==> src/rtl/bp_bank_load_ctrl_pkg.sv <==
// -----------------------------------------------------------------------------
// bp_ctrl_pkg
// Shared definitions for the backprop bank load controller:
//   - state_t   : controller state encoding (IDLE / LOAD / FULL, 2 bits)
//   - LDCNT_W   : width of the load-duration counter
//   - idx_width : index width for a bank of a given depth (never below 1)
//   - sat_inc   : saturating increment for the load-duration counter
// -----------------------------------------------------------------------------
package bp_ctrl_pkg;

    typedef enum logic [1:0] {
        IDLE = 2'd0,
        LOAD = 2'd1,
        FULL = 2'd2
    } state_t;

    localparam int LDCNT_W = 16;

    // Index width for a bank of 'depth' registers; a 1-bit minimum keeps
    // the port legal even for degenerate depths.
    function automatic int idx_width(input int depth);
        if (depth > 1) begin
            return $clog2(depth);
        end else begin
            return 1;
        end
    endfunction

    // Counter increment that sticks at all-ones instead of wrapping.
    function automatic logic [LDCNT_W-1:0] sat_inc(input logic [LDCNT_W-1:0] v);
        if (v == {LDCNT_W{1'b1}}) begin
            return v;
        end else begin
            return v + LDCNT_W'(1);
        end
    endfunction

endpackage

==> src/rtl/bp_bank_load_ctrl_if.sv <==
// -----------------------------------------------------------------------------
// bp_bank_load_if
// Bundles the upstream word stream, the bank load strobes and the consumer
// handshake of the bank load controller.
//   master modport (producer/consumer side): drives start, abort, in_valid,
//       in_data, bank_ack; observes in_ready, ld_data, ld_en, idx, busy,
//       bank_valid, load_cycles.
//   slave modport (controller side): the mirror image.
// -----------------------------------------------------------------------------
interface bp_bank_load_if #(
    parameter int DEPTH  = 10,
    parameter int IWIDTH = 64,
    parameter int IDXW   = bp_ctrl_pkg::idx_width(DEPTH)
);

    logic                             start;
    logic                             abort;
    logic                             in_valid;
    logic                             in_ready;
    logic [IWIDTH-1:0]                in_data;
    logic [IWIDTH-1:0]                ld_data;
    logic [DEPTH-1:0]                 ld_en;
    logic [IDXW-1:0]                  idx;
    logic                             busy;
    logic                             bank_valid;
    logic                             bank_ack;
    logic [bp_ctrl_pkg::LDCNT_W-1:0]  load_cycles;

    modport master (
        output start, abort, in_valid, in_data, bank_ack,
        input  in_ready, ld_data, ld_en, idx, busy, bank_valid, load_cycles
    );

    modport slave (
        input  start, abort, in_valid, in_data, bank_ack,
        output in_ready, ld_data, ld_en, idx, busy, bank_valid, load_cycles
    );

endinterface

==> src/rtl/bp_bank_load_ctrl_onehot_dec.sv <==
// -----------------------------------------------------------------------------
// bp_onehot_dec
// Binary-to-one-hot decoder with an enable; all outputs are low when en=0.
// Ports:
//   idx    : binary register index
//   en     : decode enable
//   onehot : DEPTH-wide one-hot result (at most one bit set)
// -----------------------------------------------------------------------------
module bp_onehot_dec #(
    parameter int IDXW  = 4,
    parameter int DEPTH = 10
) (
    input  logic [IDXW-1:0]  idx,
    input  logic             en,
    output logic [DEPTH-1:0] onehot
);

    // Compare the index against every bit position; en gates the whole vector.
    always_comb begin
        onehot = {DEPTH{1'b0}};
        for (int i = 0; i < DEPTH; i++) begin
            onehot[i] = en && (idx == IDXW'(i));
        end
    end

endmodule

==> src/rtl/bp_bank_load_ctrl.sv <==
// -----------------------------------------------------------------------------
// bp_bank_load_ctrl
// Sequences word-serial loading of a bank of DEPTH enable-only holding
// registers from one upstream stream, then presents the bank as valid to the
// consuming backprop stage until it is acknowledged.
// Ports:
//   clk : rising-edge clock
//   rst : synchronous active-high reset
//   bus : bp_bank_load_if.slave (start/abort, in_valid/in_ready/in_data,
//         ld_data/ld_en/idx, busy, bank_valid/bank_ack, load_cycles)
// Configuration:
//   BP_BANK_LOAD_CNT_EN : when defined, load_cycles reports the number of
//   cycles spent in LOAD (stalls included) for the most recent completed
//   load; otherwise load_cycles is tied to zero.
// -----------------------------------------------------------------------------
module bp_bank_load_ctrl
    import bp_ctrl_pkg::*;
#(
    parameter int DEPTH  = 10,
    parameter int IWIDTH = 64,
    parameter int IDXW   = idx_width(DEPTH)
) (
    input  logic           clk,
    input  logic           rst,
    bp_bank_load_if.slave  bus
);

    localparam logic [IDXW-1:0] LAST_IDX = IDXW'(DEPTH - 1);

    state_t            state_r;
    state_t            state_nxt_s;
    logic [IDXW-1:0]   idx_r;
    logic [IDXW-1:0]   idx_nxt_s;
    logic              bank_valid_r;
    logic              bank_valid_nxt_s;
    logic              in_ready_s;
    logic              accept_s;
    logic              dec_en_s;
    logic [DEPTH-1:0]  ld_en_s;
    logic [IWIDTH-1:0] data_s;

    // abort and rst both mask in_ready so no word is taken in those cycles.
    assign in_ready_s = (state_r == LOAD) && !bus.abort && !rst;
    assign accept_s   = bus.in_valid && in_ready_s;
    assign dec_en_s   = accept_s && !rst;

    bp_onehot_dec #(
        .IDXW  (IDXW),
        .DEPTH (DEPTH)
    ) u_dec (
        .idx    (idx_r),
        .en     (dec_en_s),
        .onehot (ld_en_s)
    );

    // The bank captures in_data directly on the accept edge.
    assign data_s         = bus.in_data;
    assign bus.ld_data    = data_s;
    assign bus.ld_en      = ld_en_s;
    assign bus.in_ready   = in_ready_s;
    assign bus.idx        = idx_r;
    assign bus.busy       = (state_r != IDLE);
    assign bus.bank_valid = bank_valid_r;

    // State, index and bank-valid registers.
    always_ff @(posedge clk) begin
        if (rst) begin
            state_r      <= IDLE;
            idx_r        <= {IDXW{1'b0}};
            bank_valid_r <= 1'b0;
        end else begin
            state_r      <= state_nxt_s;
            idx_r        <= idx_nxt_s;
            bank_valid_r <= bank_valid_nxt_s;
        end
    end

    // Next-state logic; abort outranks an accept in LOAD.
    always_comb begin
        state_nxt_s      = state_r;
        idx_nxt_s        = idx_r;
        bank_valid_nxt_s = bank_valid_r;
        case (state_r)
            IDLE: begin
                if (bus.start) begin
                    state_nxt_s = LOAD;
                    idx_nxt_s   = {IDXW{1'b0}};
                end else begin
                    state_nxt_s = IDLE;
                end
            end
            LOAD: begin
                if (bus.abort) begin
                    state_nxt_s = IDLE;
                    idx_nxt_s   = {IDXW{1'b0}};
                end else if (accept_s) begin
                    if (idx_r == LAST_IDX) begin
                        state_nxt_s      = FULL;
                        idx_nxt_s        = {IDXW{1'b0}};
                        bank_valid_nxt_s = 1'b1;
                    end else begin
                        idx_nxt_s = idx_r + IDXW'(1);
                    end
                end else begin
                    state_nxt_s = LOAD;
                end
            end
            FULL: begin
                if (bus.bank_ack) begin
                    bank_valid_nxt_s = 1'b0;
                    idx_nxt_s        = {IDXW{1'b0}};
                    // A start alongside the ack reloads without an IDLE bubble.
                    if (bus.start) begin
                        state_nxt_s = LOAD;
                    end else begin
                        state_nxt_s = IDLE;
                    end
                end else begin
                    state_nxt_s = FULL;
                end
            end
            default: begin
                state_nxt_s      = IDLE;
                idx_nxt_s        = {IDXW{1'b0}};
                bank_valid_nxt_s = 1'b0;
            end
        endcase
    end

`ifdef BP_BANK_LOAD_CNT_EN
    logic [LDCNT_W-1:0] cnt_r;
    logic [LDCNT_W-1:0] load_cycles_r;
    logic               load_done_s;

    assign load_done_s     = (state_r == LOAD) && (state_nxt_s == FULL);
    assign bus.load_cycles = load_cycles_r;

    // Cycle counter: held at zero outside LOAD so every entry starts from
    // zero; the completed count (this cycle included) is latched on LOAD->FULL.
    // An abort leaves load_cycles_r untouched.
    always_ff @(posedge clk) begin
        if (rst) begin
            cnt_r         <= {LDCNT_W{1'b0}};
            load_cycles_r <= {LDCNT_W{1'b0}};
        end else begin
            if (state_r == LOAD) begin
                cnt_r <= sat_inc(cnt_r);
            end else begin
                cnt_r <= {LDCNT_W{1'b0}};
            end
            if (load_done_s) begin
                load_cycles_r <= sat_inc(cnt_r);
            end else begin
                load_cycles_r <= load_cycles_r;
            end
        end
    end
`else
    assign bus.load_cycles = {LDCNT_W{1'b0}};
`endif

endmodule
==> src/flat_wrapper.sv <==
// flat-port wrapper written by rule: the top's interface ports become plain ports
module bp_bank_load_ctrl_flat import bp_ctrl_pkg::*;
#(
    parameter int DEPTH  = 10,
    parameter int IWIDTH = 64,
    parameter int IDXW   = idx_width(DEPTH)
)
  (clk, rst, bus_start, bus_abort, bus_in_valid, bus_in_data, bus_bank_ack, bus_in_ready, bus_ld_data, bus_ld_en, bus_idx, bus_busy, bus_bank_valid, bus_load_cycles);
  bp_bank_load_if #(.DEPTH(DEPTH), .IWIDTH(IWIDTH), .IDXW(IDXW)) bus_i ();
  input  logic clk;
  input  logic rst;
  input wire logic [$bits(bus_i.start)-1:0] bus_start;
  input wire logic [$bits(bus_i.abort)-1:0] bus_abort;
  input wire logic [$bits(bus_i.in_valid)-1:0] bus_in_valid;
  input wire logic [$bits(bus_i.in_data)-1:0] bus_in_data;
  input wire logic [$bits(bus_i.bank_ack)-1:0] bus_bank_ack;
  output wire logic [$bits(bus_i.in_ready)-1:0] bus_in_ready;
  output wire logic [$bits(bus_i.ld_data)-1:0] bus_ld_data;
  output wire logic [$bits(bus_i.ld_en)-1:0] bus_ld_en;
  output wire logic [$bits(bus_i.idx)-1:0] bus_idx;
  output wire logic [$bits(bus_i.busy)-1:0] bus_busy;
  output wire logic [$bits(bus_i.bank_valid)-1:0] bus_bank_valid;
  output wire logic [$bits(bus_i.load_cycles)-1:0] bus_load_cycles;
  assign bus_i.start = bus_start;
  assign bus_i.abort = bus_abort;
  assign bus_i.in_valid = bus_in_valid;
  assign bus_i.in_data = bus_in_data;
  assign bus_i.bank_ack = bus_bank_ack;
  assign bus_in_ready = bus_i.in_ready;
  assign bus_ld_data = bus_i.ld_data;
  assign bus_ld_en = bus_i.ld_en;
  assign bus_idx = bus_i.idx;
  assign bus_busy = bus_i.busy;
  assign bus_bank_valid = bus_i.bank_valid;
  assign bus_load_cycles = bus_i.load_cycles;
  bp_bank_load_ctrl #(.DEPTH(DEPTH), .IWIDTH(IWIDTH), .IDXW(IDXW)) u_core (.clk(clk), .rst(rst), .bus(bus_i));
endmodule
==> config.mk <==
export PLATFORM = sky130hd
export DESIGN_NAME = bp_bank_load_ctrl_flat
export DESIGN_NICKNAME = d
export VERILOG_FILES = /design/src/rtl/bp_bank_load_ctrl_pkg.sv /design/src/rtl/bp_bank_load_ctrl_if.sv /design/src/rtl/bp_bank_load_ctrl_onehot_dec.sv /design/src/rtl/bp_bank_load_ctrl.sv /design/src/flat_wrapper.sv
export SDC_FILE = /design/constraint.sdc
export NUM_CORES = 1
export LEC_CHECK = 0
export BUFFER_PORTS_ARGS = -buffer_cell sky130_fd_sc_hd__buf_4
export CORE_AREA = 3 3 75 60
export DETAILED_ROUTE_END_ITERATION = 6
export DIE_AREA = 0 0 78 63
export PLACE_DENSITY = 0.78
export SLEW_MARGIN = 20
export SYNTH_ARGS = -nofsm -noshare
export SYNTH_HDL_FRONTEND = slang
export SYNTH_SLANG_ARGS = --single-unit
==> constraint.sdc <==
create_clock -name clk -period 3.12 [get_ports clk]
set_input_delay 0.936 -clock clk [delete_from_list [all_inputs] [get_ports clk]]
set_output_delay 0.936 -clock clk [all_outputs]
set_load 0.02 [all_outputs]
# Yosys cells after proc, flatten, opt, wreduce, memory -nomap -nowiden
# Index checks and enable logic that the tools add are counted.
# word_totals
ff_bits	7
latchBits	0
mem_bits_rw	0
romBits	0
input_bits	70
out_inout_bits	97
word_cells	61
memories	0
# classes
n_addsub	1
n_mul	0
div	0
magnitude_cmp	0
n_eq_ne	18
n_shift	0
muxes	17
bitwise_logic	1
n_reduce_logical	21
# ops
op	n
4-bit 2-to-1 mux	5
4-bit by 3-bit == test with 1-bit output, second input constant	4
1-bit logical AND	14
4-bit case mux with 3 select lines	1
4-bit by 2-bit == test with 1-bit output, second input constant	2
4-bit == test, second input constant	2
2-bit 2-to-1 mux	4
2-bit != test, second input constant	4
2-bit case mux with 3 select lines	1
1-bit 2-to-1 mux	5
5-bit AND reduction	1
4-bit by 1-bit adder with 4-bit output, second input constant	1
4-bit by 1-bit == test with 1-bit output, second input constant	1
4-bit zero test	1
4-bit != test, second input constant	1
3-bit by 2-bit != test with 1-bit output, second input constant	1
1-bit case mux with 3 select lines	1
3-bit AND reduction	1
2-bit by 1-bit == test with 1-bit output, second input constant	1
2-bit == test, second input constant	1
1-bit zero test	2
2-bit zero test	1
2-bit by 1-bit != test with 1-bit output, second input constant	1
2-bit nonzero test	1
1-bit inverter	1

# Depth between registers and ports, before layout
# depth
depth_word	7
mapped_depth	5
depth_no_buf	4

# Modules after synthesis
# From an unflattened synthesis, not the netlist that was laid out.
# hier_totals
hier_cells	146
hier_area_um2	1119.8
# modules_own_cells
module	n_inst	cells_per_inst	area_per_inst_um2	seq_area_each_um2
bp_bank_load_ctrl	1	130	1033.5	140.1
bp_onehot_dec	1	16	86.3	0.0

# Worst setup path after synthesis
# Ideal clock, no wire load.
# synth_timing
path_type	input-to-output
start	in bus_abort
end	out bus_ld_en[0]
arrival_time_ns	2.224
t_required_ns	2.184
setup_slack_ns	-0.040
path_stages	5
n_path_buf	1
path_cell_list	or3b_1 clkbuf_2 nor3_1 nand2b_1 nor3_1
# synth_between
elab_chain_len	6
# synth_lines
element	line	source
from (decl)	flat_wrapper.sv:13	input wire logic [$bits(bus_i.abort)-1:0] bus_abort;
1-bit zero test	bp_bank_load_ctrl.sv:43	assign in_ready_s = (state_r == LOAD) && !bus.abort && !rst;
1-bit logical AND (2 in series)	bp_bank_load_ctrl.sv:43	
1-bit logical AND	bp_bank_load_ctrl.sv:44	assign accept_s = bus.in_valid && in_ready_s;
1-bit logical AND	bp_bank_load_ctrl.sv:45	assign dec_en_s = accept_s && !rst;
1-bit logical AND	bp_bank_load_ctrl_onehot_dec.sv:22	onehot[i] = en && (idx == IDXW'(i));
to (decl)	flat_wrapper.sv:19	output wire logic [$bits(bus_i.ld_en)-1:0] bus_ld_en;
# Every way passes these cells.

# Worst setup path after layout
# Ends and elaborated chain as after synthesis.

==> summary.md <==
| Metric | Value |
|---|---|
| Worst Path Max Fanout | `4` |
| Antenna violations before repair | `0` |
| Port Buffers | `22` |
| Cell row count | `20` |
| Hold depth | `2` |
| Critical path startpoint category | `input port` |
| Core footprint | `~4000 um2` |
| Total number of vias | `around 700` |
| Nets | `180` |
| Worst EP required | `2180 ps` |
| Share of post-route cells with drive strength above 1 | `between 30% and 40%` |
| Top cells by area, synth | `buf_4, dfxtp_1, nor2_1, nand2b_1, a21oi_1` |
| Drt pass-1 iters | `4` |
| # hold bufs at CTS | `0` |
| Syn_area_per_cell | `around 7.3 um2` |
| Die W | `between 70 and 80 um` |
| Initial Util | `roughly 28%` |
| Post-synth top area share | `between 50% and 60%` |
| Predominant post-synthesis flop cell | `dfxtp_1` |
| Crit path kind | `in -> out` |
| CTS tree | `done` |
| Final GP Congestion | `~0.84` |
| # fillers | `458` |
| RR Endpoint | `u_core.bus.idx[1]` |
| Final worst path period share | `98.0%` |
| HP Class | `reg -> reg` |
| CP endpoint | `bus_ld_en[0]` |
| Synthesized area | `about 1100 um2` |
| Crit end category | `output pin` |
| Diodes inserted | `0` |
| IO Count | `~170` |
| Clk sinks | `7` |
| Count leader, synth | `buf_4` |
| Total Routing Usage GR | `about 8.6%` |
| Clk root buf | `clkbuf_8` |
| R2R Setup Slk | `1370 ps` |
| Slew @ Worst Pin | `480 ps` |
| Commonest cells post-synth | `buf_4, nor2_1, dfxtp_1, a21oi_1` |
| Final Hold Fails | `0` |
| DIE HEIGHT | `63 um` |
| RSZ-0062 raised after global routing | `true` |
| DP HPWL | `1670 um` |
| Synth async-reset ratio | `0%` |
| Gr ovfl total | `0` |
| First-pass GRT wire length | `3240 um` |
| Starting DRC count in detailed routing | `54` |
| Seq/Total Area, Yosys | `around an eighth` |
| Clock transition at path regs | `~40 ps` |
| Worst EP arrival | `~2100 ps` |
| Maxcap violations | `0` |
| Largest net degree at the start of global routing | `13` |
| Hold_ws | `462 ps` |
| R2r startpoint | `u_core.state_r[0]` |
| Latest clock arrival within the worst-skew pair | `between 200 and 250 ps` |
| Die footprint | `~4900 um2` |
| Pwr Total | `roughly 270 uW` |
| FF-to-FF path depth | `4` |
| Final WL | `roughly 2100 um` |
| PD cells | `between 300 and 400 nW/um2` |
| Slew HR | `about two thirds` |
| Drt drc | `0` |
| CTS buffer count | `3` |
| Post-synth EDFFs | `0` |
| Synth warnings | `0` |
| Mapped Cells | `150` |
| Fmax | `about 0.33 GHz` |
| Leakage | `roughly 0.35 nW` |
| WL/cell | `13.1 um` |
| Clk buf depth | `2` |
| Setup_tns | `0 ps` |
| Final Setup Violations | `0` |
| Antenna Violating Nets Remaining | `0` |
| Synth Register Bits | `7` |
| Synth cell types | `28` |
| Vias in the first global route | `between 600 and 700` |
| Worst Skew | `about 0.97 ps` |
| # H-tree levels | `1` |
| Synthesis-to-finish area growth | `-23.8%` |
| Synth area leader | `buf_4` |
| Vias per cell | `approximately 4.3` |
| Status | `finished, final reports clean` |
| Final Slew Violations | `0` |
| Min Clock Period, post-route | `~3100 ps` |
| Post-CTS setup buffers | `0` |
| VDD IR max | `0.0957 mV` |
| Crit. Startpoint | `bus_abort` |
-- worst max-delay path, cell delays in order --
cell      delay [ps]
buf_4            110
or3b_1           390
nor3_2           220
nand2b_1         150
nor3_2           140
buf_4            170
-- per-stage QoR --
step	instances	setup WS (ps)	util (%)	cell area, um2
5_1_grt	164	-3.55	21.3	832
3_3_place_gp	160	62.9	20.0	782
4_1_cts	164	63.6	21.3	832
6_report	164	62.9	21.3	832
3_5_place_dp	160	-7.12	20.0	782
2_1_floorplan	165	104	-	1160
-- timing repair --
action	in CTS	in global routing
gates resized for setup	1	0
setup endpoints to repair	1	1
pin swaps	0	0
-- state kept, by name (all words and copies together) (netlist names) --
| name | cells |
|---|---|
| u_core.bus.idx | 4 |
| u_core.state_r | 2 |
| u_core.bus.bank_valid | 1 |
-- cell type report --
type	count	area, um2	share of cell area, %
multi-input combinational	72	390	46.9
clock buffer	4	45.0	5.41
tap	55	68.8	8.27
sequential	7	140	16.8
timing repair buffer	24	180	21.7
inverter	2	7.51	0.902
-- per-layer routing --
metal	GRT usage [%]	routed length, um
met1	7.23	728
met2	12.1	958
met3	9.51	397
met4	5.02	57
met5	0	0
-- how the worst min path moves through the flow --
stage,start,to,slack (ps)
floorplan,u_core.state_r[1],u_core.state_r[1],530
global placement,u_core.bus.bank_valid,u_core.bus.bank_valid,450
detailed placement,u_core.bus.bank_valid,u_core.bus.bank_valid,460
CTS,u_core.bus.bank_valid,u_core.bus.bank_valid,470
global route,u_core.bus.bank_valid,u_core.bus.bank_valid,490
finish,u_core.bus.bank_valid,u_core.bus.bank_valid,460
-- where the power goes --
| group | internal (mW) | leakage, nW | total (mW) | switching, mW |
|---|---|---|---|---|
| combinational | 0.0139 | 0.271 | 0.0471 | 0.0332 |
| clock | 0.0887 | 0.0228 | 0.132 | 0.0431 |
| sequential | 0.0911 | 0.0567 | 0.0940 | 0.00282 |
-- kinds of logic after synthesis --
| logic type | synth area share, % |
|---|---|
| flip-flops | 12.8 |
| other | 0.343 |
| AND/OR/NAND/NOR | 17.5 |
| buffers and inverters | 58.0 |
| multiplexers | 1.03 |
| AO/OA/AOI/OAI | 10.3 |
-- cells in the final DEF (no fill, tap or decap), types with 2 or more instances in the layout --
cell	count
a21oi_1	6
clkbuf_8	3
nand3_1	2
or2_2	2
nand2b_1	5
a21boi_0	2
conb_1	16
nand2_1	5
nor3_2	3
buf_4	24
inv_1	2
a221oi_1	2
o21ai_0	4
dfxtp_1	7
nor2_1	12
No activity file was read; power rests on OpenSTA's default activity.
